## config.mk

```make
export PLATFORM = sky130hd
export DESIGN_NAME = mul_pf_seq
export DESIGN_NICKNAME = d
export VERILOG_FILES = /design/src/rtl/mul_pf_seq.sv
export SDC_FILE = /design/constraint.sdc
export NUM_CORES = 1
export LEC_CHECK = 0
export ABC_AREA = 1
export CORE_UTILIZATION = 46
export CTS_BUF_LIST = sky130_fd_sc_hd__clkbuf_4 sky130_fd_sc_hd__clkbuf_8
export CTS_CLUSTER_DIAMETER = 150
export DETAILED_ROUTE_END_ITERATION = 7
export PLACE_DENSITY = 0.68
export SETUP_SLACK_MARGIN = 0.15
export SLEW_MARGIN = 20
export SYNTH_ARGS = -nofsm -noshare
export SYNTH_HDL_FRONTEND = slang
export SYNTH_SLANG_ARGS = --single-unit
```

## constraint.sdc

```tcl
create_clock -name clk -period 3.9 [get_ports clk]
set_clock_uncertainty 0.15 [all_clocks]
set_input_delay 0.585 -clock clk [delete_from_list [all_inputs] [get_ports clk]]
set_output_delay 0.585 -clock clk [all_outputs]
set_load 0.005 [all_outputs]
```

## src/rtl/mul_pf_seq.sv

```systemverilog
// -----------------------------------------------------------------------------
// mul_pf_seq
//
// Sequential signed Q4.4 x Q4.4 multiplier with a Q4.4 saturated result.
// The exact Q8.8 product is built in a 16-bit accumulator over eight
// shift-and-add iterations, one per clock. Bits 0..6 of the multiplier add a
// shifted copy of the multiplicand. Bit 7 carries negative weight in two's
// complement, so its step subtracts. The product is then floored back to Q4.4
// with an arithmetic shift and clamped to the 8-bit range.
//
// Handshake: a start seen in IDLE captures both operands. busy covers RUN and
// DONE, and done pulses for the single DONE cycle. result and overflow hold
// their values until the next DONE.
//
// Ports
//   clk           in   1  rising-edge clock
//   rst_n         in   1  asynchronous active-low reset
//   start         in   1  request, sampled only in IDLE
//   multiplicand  in   8  signed Q4.4 operand A, captured on accepted start
//   multiplier    in   8  signed Q4.4 operand B, captured on accepted start
//   busy          out  1  high in RUN and DONE
//   done          out  1  one-cycle pulse, result/overflow valid
//   result        out  8  signed Q4.4 product, saturated
//   overflow      out  1  high when result was saturated
// -----------------------------------------------------------------------------
module mul_pf_seq (
   input  logic       clk,
   input  logic       rst_n,
   input  logic       start,
   input  logic [7:0] multiplicand,
   input  logic [7:0] multiplier,
   output logic       busy,
   output logic       done,
   output logic [7:0] result,
   output logic       overflow
);

   typedef enum logic [1:0] {
      S_IDLE = 2'd0,
      S_RUN  = 2'd1,
      S_DONE = 2'd2
   } state_t;

   state_t state;
   state_t state_nxt;

   logic        [7:0]  a_reg;      // captured multiplicand
   logic        [7:0]  b_reg;      // captured multiplier, bit cnt selects the step
   logic signed [15:0] acc;        // running Q8.8 partial product
   logic        [2:0]  cnt;        // iteration index, wraps 7 -> 0

   logic signed [15:0] a_ext;      // multiplicand sign-extended to Q8.8 width
   logic signed [15:0] partial;    // a_ext weighted by 2^cnt
   logic signed [15:0] acc_nxt;    // accumulator after this iteration
   logic        [11:0] s_val;      // acc_nxt >>> 4, still full width
   logic               s_fits;     // s_val is representable in 8 bits
   logic        [7:0]  sat_res;
   logic               sat_ov;
   logic               last_iter;

   // --------------------------------------------------------------------------
   // State register
   // --------------------------------------------------------------------------
   // NOTE: every clocked register in this file uses non-blocking assignments,
   // so all of them sample their inputs together on the same edge.
   always_ff @(posedge clk or negedge rst_n) begin
      if (!rst_n) begin
         state <= S_IDLE;
      end else begin
         state <= state_nxt;
      end
   end

   // --------------------------------------------------------------------------
   // Next-state logic
   // --------------------------------------------------------------------------
   // NOTE: state_nxt gets a default before the case statement. Without it,
   // any path that left it unassigned would infer a latch.
   always_comb begin
      state_nxt = state;
      unique case (state)
         S_IDLE: begin
            if (start) begin
               state_nxt = S_RUN;
            end
         end
         S_RUN: begin
            if (cnt == 3'd7) begin
               state_nxt = S_DONE;
            end
         end
         S_DONE: begin
            state_nxt = S_IDLE;
         end
         default: begin
            state_nxt = S_IDLE;
         end
      endcase
   end

   // --------------------------------------------------------------------------
   // One shift-and-add iteration
   // --------------------------------------------------------------------------
   assign a_ext   = {{8{a_reg[7]}}, a_reg};
   assign partial = a_ext <<< cnt;

   // Steps 0..6 add while step 7 subtracts. That makes B's MSB count as -128,
   // which is what keeps -128 x -128 = +16384 exact. Every intermediate value
   // stays within +/-16384, so the 16-bit accumulator never wraps.
   always_comb begin
      acc_nxt = acc;
      if (b_reg[cnt]) begin
         if (cnt == 3'd7) begin
            acc_nxt = acc - partial;
         end else begin
            acc_nxt = acc + partial;
         end
      end
   end

   // --------------------------------------------------------------------------
   // Q8.8 -> Q4.4 with floor and saturation
   // --------------------------------------------------------------------------
   // Dropping the low four bits of a two's-complement value is an arithmetic
   // right shift, so negative products round toward minus infinity.
   assign s_val = acc_nxt[15:4];

   // The value fits in signed 8 bits only when bits 11..7 all match the sign.
   assign s_fits  = (s_val[11:7] == {5{s_val[11]}});
   assign sat_ov  = ~s_fits;
   assign sat_res = s_fits      ? s_val[7:0] :
                    s_val[11]   ? 8'h80      :
                                  8'h7F;

   assign last_iter = (state == S_RUN) && (cnt == 3'd7);

   // --------------------------------------------------------------------------
   // Datapath registers
   // --------------------------------------------------------------------------
   // Operands are sampled only on the accepting edge, so later changes on the
   // inputs and a start seen while busy have no effect on the operation.
   always_ff @(posedge clk or negedge rst_n) begin
      if (!rst_n) begin
         a_reg    <= 8'h00;
         b_reg    <= 8'h00;
         acc      <= 16'sd0;
         cnt      <= 3'd0;
         result   <= 8'h00;
         overflow <= 1'b0;
      end else begin
         unique case (state)
            S_IDLE: begin
               if (start) begin
                  a_reg <= multiplicand;
                  b_reg <= multiplier;
                  acc   <= 16'sd0;
                  cnt   <= 3'd0;
               end
            end
            S_RUN: begin
               acc <= acc_nxt;
               cnt <= cnt + 3'd1;
               // The final iteration's sum goes straight to the output
               // registers on the same edge that enters DONE.
               if (last_iter) begin
                  result   <= sat_res;
                  overflow <= sat_ov;
               end
            end
            default: begin
               // DONE: hold everything.
            end
         endcase
      end
   end

   // --------------------------------------------------------------------------
   // Handshake outputs, decoded from the state register
   // --------------------------------------------------------------------------
   assign busy = (state != S_IDLE);
   assign done = (state == S_DONE);

endmodule

```

## Word level (Yosys, flattened, before mapping)

Index checks and enable logic that the tools add are counted.

| word-level totals | value |
|---|---|
| bits in latches | 0 |
| word-level logic and storage cells | 43 |
| output and inout port bits | 11 |
| bits in writable memories | 0 |
| bits in read-only memories | 0 |
| memories | 0 |
| input bits | 19 |
| register bits | 46 |

| operators by class | value |
|---|---|
| mux-type cells | 13 |
| reduce and logical (&&, ||, !) cells | 9 |
| add/subtract/negate cells | 3 |
| div/mod/pow operators | 0 |
| $lt $le $gt $ge | 1 |
| eq/ne operators | 7 |
| bitwise operators | 1 |
| multiply operators | 0 |
| shift operators | 1 |

Operators by type and width:

| kind | count |
|---|---|
| 16-bit 2-to-1 mux | 3 |
| 16-bit case mux with 2 select lines | 1 |
| 16-bit adder | 1 |
| 8-bit 2-to-1 mux | 2 |
| 8-bit by 3-bit <<< shifter with 16-bit output | 1 |
| 16-bit subtractor | 1 |
| 2-bit AND reduction | 4 |
| 2-bit != test (second input constant) | 3 |
| 3-bit case mux with 2 select lines | 1 |
| 4-bit == test | 1 |
| 3-bit by 4-bit < comparator with 1-bit output (second input constant) | 1 |
| 2-bit 2-to-1 mux | 2 |
| 2-bit case mux with 2 select lines | 1 |
| 2-bit nonzero test | 2 |
| 3-bit by 1-bit adder with 3-bit output (second input constant) | 1 |
| 1-bit binary-select mux with 3-bit select | 1 |
| 3-bit == test (second input constant) | 1 |
| 3-bit 2-to-1 mux | 1 |
| 3-bit AND reduction | 1 |
| 2-bit by 1-bit == test with 1-bit output (second input constant) | 1 |
| 2-bit == test (second input constant) | 1 |
| 2-bit zero test | 1 |
| 1-bit logical AND | 1 |
| 1-bit 2-to-1 mux | 1 |
| 1-bit NOT | 1 |

## Longest topological paths before layout

| depth | value |
|---|---|
| depth in word-level cells | 6 |
| gate-level depth with buffers | 27 |
| gate-level depth less buffers | 27 |

## Worst setup path after synthesis

OpenSTA, ideal clock, no wires.

| timing | value |
|---|---|
| path type | register to register |
| start point | register cnt[0] |
| end point | register overflow |
| stages on the path, launching flop included | 25 |
| data arrival time | 3,488 ps |
| buffers on the path | 1 |
| path slack | 144 ps |
| data required time | 3,631 ps |
| clock period less this slack | 3,756 ps |
| setup time | 119 ps |
| cells stage by stage | dfrtp_1 > ha_1 > ha_1 > inv_1 > clkbuf_1 > o21ai_0 > nand2_1 > nor2_1 > o21a_1 > xor2_1 > ha_1 > nand2_1 > nor3_1 > nand4_1 > nand3_1 > nand3_1 > nand3_1 > nand2_1 > nand2_1 > nand3_1 > nor2_1 > inv_1 > nand2_1 > nand3_1 > o21a_1 |

| on the way | value |
|---|---|
| longest elaborated chain between the ends | 6 |
| elaborated cells between the ends (all ways) | 12 |
| those cells by class | 2 x add/sub; 2 x eq/ne; 1 x shift; 4 x mux; 1 x bitwise; 2 x reduce/logical |

RTL lines:

| what | line | RTL |
|---|---|---|
| start, declared | 50 | `logic [2:0] cnt;` |
| start signal, assigned | 162 | `cnt <= cnt + 3'd1;` |
| 8-bit by 3-bit <<< shifter with 16-bit output | 105 | `assign partial = a_ext <<< cnt;` |
| 16-bit adder / 16-bit subtractor (equally long branches) | 116, 114 |  |
| 16-bit 2-to-1 mux | 113 | `if (cnt == 3'd7) begin` |
| 16-bit 2-to-1 mux | 112 | `if (b_reg[cnt]) begin` |
| 4-bit == test | 129 | `assign s_fits = (s_val[11:7] == {5{s_val[11]}});` |
| 1-bit NOT | 130 | `assign sat_ov = ~s_fits;` |
| end signal, assigned | 167 | `overflow <= sat_ov;` |
| end, declared | 35 | `output logic overflow` |

Several ways; a longest one is shown, not always the timed one. The select of a mux whose other input is x is not followed.
A chain may end at the register's enable or synchronous reset.

## Final worst setup path

| timing | value |
|---|---|
| start point | register cnt[0] |
| end point | register result[3] |

| on the way | value |
|---|---|
| longest elaborated chain between the ends | 6 |
| elaborated cells between the ends (all ways) | 13 |
| those cells by class | 2 x add/sub; 2 x eq/ne; 1 x shift; 6 x mux; 2 x reduce/logical |

RTL lines:

| what | line | RTL |
|---|---|---|
| 8-bit by 3-bit <<< shifter with 16-bit output | 105 |  |
| 16-bit adder / 16-bit subtractor (equally long branches) | 116, 114 |  |
| 16-bit 2-to-1 mux | 113 |  |
| 16-bit 2-to-1 mux | 112 |  |
| 4-bit == test / 8-bit 2-to-1 mux (equally long branches) | 129, 132 |  |
| 8-bit 2-to-1 mux | 131 | `assign sat_res = s_fits ? s_val[7:0] :` |
| end signal, assigned | 166 | `result <= sat_res;` |
| end, declared | 34 | `output logic [7:0] result,` |

Several ways; a longest one is shown, not always the timed one. The select of a mux whose other input is x is not followed.

==> results.txt <==
The run finished with clean final reports. The routed design could run at a clock period as short as 3860 ps. For this run, the total global-route usage over all layers was measured as 23.7%. The worst hold path belongs to the class input pin to async pin.

Once the floorplan was initialized, standard cells occupied 47.4% of the core. The dominant combinational cell family by area after synthesis was simple AND/OR/NAND/NOR gates. The register with the most flip-flops in the layout has 16 of them. Counting distinct cell types in the post-synthesis netlist gives 37. The final setup violation count came out at 0. The synthesized design spends more area on one cell type than any other, namely dfrtp_1. Number of flops mapped to enable cells by yosys: 0.

The final RePlAce weighted congestion is 0.878. Counting flops per register, the top entry is acc. The number of antenna diodes in the final layout is 0.

The kind of critical path is register to register. The library cell used most frequently in the layout, excluding fill and tap cells, is nand2_1. The tools report the worst reg-to-reg setup slack as 40 ps. Data on the critical path is required at its endpoint by 3940 ps. For the number of warnings reported in the yosys synthesis log, the log shows 0.

The top cell type by area accounts for 33.7% of the synthesized area. The basic-gate share of the synthesized area counting and, or, nand and nor cells is 27.4%, and the largest driver fanout on the critical path is 8. Measured on the finished design, the core utilization comes to 61.1%.

In the final routed layout, each cell accounts on average for 14.1 microns. The first-pass iteration count of the detailed router was 4; the post-synthesis area per instance was 7.26 sq um. The synthesized netlist devotes 14.4% of its cell area to compound gates.

Entering global routing, the biggest net connects 36 pins. The tools report the post-place setup slack as -131 ps. The area added between synthesis and finish is 29.0%. The initial antenna violation count came out at 0. The ratio of routed vias to standard cells came out at 5.34. The remaining global-route overflow is 0, and the number of antenna-violating nets in the routed design is 0. The number of hold buffers added after CTS was 0. STA classifies the critical path startpoint as a register.

The count of final max-slew check failures was 0. In this run the clock root is driven by a clkbuf_8. In the layout the commonest cells are 115 x nand2_1, 44 x dfrtp_1, 42 x inv_1. The first routing iteration left 183 violations.

For the hold violation total from the final report, the log shows 0. Predominant post-synthesis flop cell: dfrtp_1. The via count of the first global-routing pass came out at 3176. The number of top-level design ports came out at 30. Of the total synthesized cell area, the portion taken by XOR and XNOR cells is 5.12%. Share of the cycle needed by the critical path after routing: 99.1%.

After Yosys synthesis, full adders, half adders and majority gates account for 7.17% of the synthesized area. For the pin with the worst max-slew slack, the measured transition is 794 ps. The net count after synthesis was 509; the instance count of the mapped netlist was 471. The final layout contains routed wiring with a total length of 8.77 mm. In this run the tool buffered the top-level ports with 29 buffer cells. The initialized floorplan defines 31 standard-cell rows. The final cell count without fillers came out at 623. TritonCTS built the clock tree. The run gives 6.13 mm as the detailed placer's ending HPWL. Sequential elements use 33.7% of the synthesized area.

At the worst endpoint, the arrival time is 3910 ps. The width of the die is 88.2 microns. After synthesis, the cell types taking the most area are dfrtp_1 34%, nand2_1 14%, ha_1 6.6%.

TritonCTS created 5 clock buffers. In the routed design, unresolved DRC markers number 0. The run gives 46 as the clock net sink count. The final layout contains 561 nets.

The tool flagged a number of max-cap violations equal to 0. The post-route netlist has 24.6% of its cells at a drive strength greater than 1. The tools report the kind of end point of the critical path as a register. Setup repair after global routing could not meet its margin everywhere.

The final critical-path setup slack is 35.9 ps, and the multiplexer fraction of the synthesized cell area is 4.28%. The number of H-tree levels was 2; the post-synthesis cell area was 3420 sq um. From bottom edge to top edge, the die measures 88.2 microns. The share of flip-flops with an asynchronous set or reset after synthesis was 100%; the wire length of the first global-routing pass was 14.3 mm.

The worst slew margin relative to its limit is 47.1%, and the clock transition at the registers of the reported paths is 100 ps. The clock latency of the later-clocked register in the worst-skew pair was 300 ps. The number of vias after detailed routing was 3325. The tools report the final-layout fill cell count as 644. The tools report the buffer depth of the longest clock path as 2. Including well taps, the total number of placed cells is 607. The total area inside the core boundary comes to 7210 sq um. The full die area was 7780 sq um; the timing-limited maximum frequency was 259 MHz.

In this run, synthesis produced a sequential element count of 46.
worst paths after layout:
check                                           start                     to  depth (start not counted)
worst max-delay path               cnt[0]$_DFFE_PN0P_  result[3]$_DFFE_PN0P_                         25
worst min-delay path                            rst_n     acc[3]$_DFFE_PN0P_                          1
worst max register to register     cnt[0]$_DFFE_PN0P_  result[3]$_DFFE_PN0P_                         25
worst min register to register  result[6]$_DFFE_PN0P_  result[6]$_DFFE_PN0P_                          2
max in group asynchronous                       rst_n     acc[6]$_DFFE_PN0P_                          2
min in group clk                result[6]$_DFFE_PN0P_  result[6]$_DFFE_PN0P_                          2
what timing repair did:
| item | in CTS | in global routing |
|---|---|---|
| pin swaps | 5 | 23 |
| setup endpoints to repair | 8 | 14 |
| gates resized for setup | 9 | 76 |
| setup buffers | 4 | 4 |
| hold endpoints to repair | 0 | 0 |
worst max-delay path: stages, from the launching register on:
cell and delay [ps]:
dfrtp_2 490, clkinv_4 140, nand2_2 100, nand3_2 90, nand3_1 110, nand2_1 80, o21ai_2 170, nand2_2 100
nor2_4 120, o21a_1 160, buf_4 120, nand2_1 60, xnor2_1 220, ha_2 370, a21oi_1 160, o21bai_1 80
a21oi_1 160, nand3b_1 90, nand2_1 70, nand2_1 90, nand3b_1 160, nor2_4 50, nor2_4 190, o21ai_2 80
nand2_1 90, nand2_1 60
per-layer routing:
| layer | vias up | wire length [microns] | GRT usage (%) |
|---|---|---|---|
| li1 | 1669 | - | - |
| met1 | 1579 | 4080 | 33.6 |
| met2 | 64 | 4160 | 38.3 |
| met3 | 13 | 403 | 3.39 |
| met4 | 0 | 131 | 5.72 |
| met5 | - | 0 | 0 |
area by class of cell:
cell class	count	area (sq um)	share of cell area [%]
Clock buffer	6	76.3	1.73
Timing Repair Buffer	58	518	11.7
Multi-Input combinational cell	359	2290	52.0
Inverter	53	206	4.68
Sequential cell	46	1150	26.2
Clock inverter	2	37.5	0.851
Tap cell	99	124	2.81
synthesized netlist by cell type, types with 3 or more instances:
library cell  number
nand2_1          129
inv_1             48
dfrtp_1           46
nand3_1           39
o21ai_0           35
nor2_1            27
a21oi_1           22
ha_1              18
xor2_1            14
mux2_2            13
o22ai_1           12
o21ai_1           10
xnor2_1            6
nand2_2            5
nand4_1            5
clkbuf_1           4
inv_2              4
buf_2              3
buf_4              3
nand3b_1           3
nor3_1             3
kinds of logic after synthesis:
family / after synthesis
AO/OA/AOI/OAI: 90
XOR/XNOR: 20
adder cells (fa/ha/maj): 19
buffers and inverters: 66
flip-flops: 46
multiplexers: 13
AND/OR/NAND/NOR: 217
stage by stage:
| step | hold slack, ps | instance area, sq um | setup TNS [ps] |
|---|---|---|---|
| floorplan | 139 | 3420 | 0 |
| global placement | 317 | 3910 | -556 |
| detailed placement | 315 | 3910 | -834 |
| CTS | 247 | 4090 | 0 |
| global route | 271 | 4410 | -1300 |
| finish | 202 | 4410 | 0 |
Power is left out: the tool's default activity adds up to more than one toggle a clock period on the data nets, which glitch-free logic cannot reach.
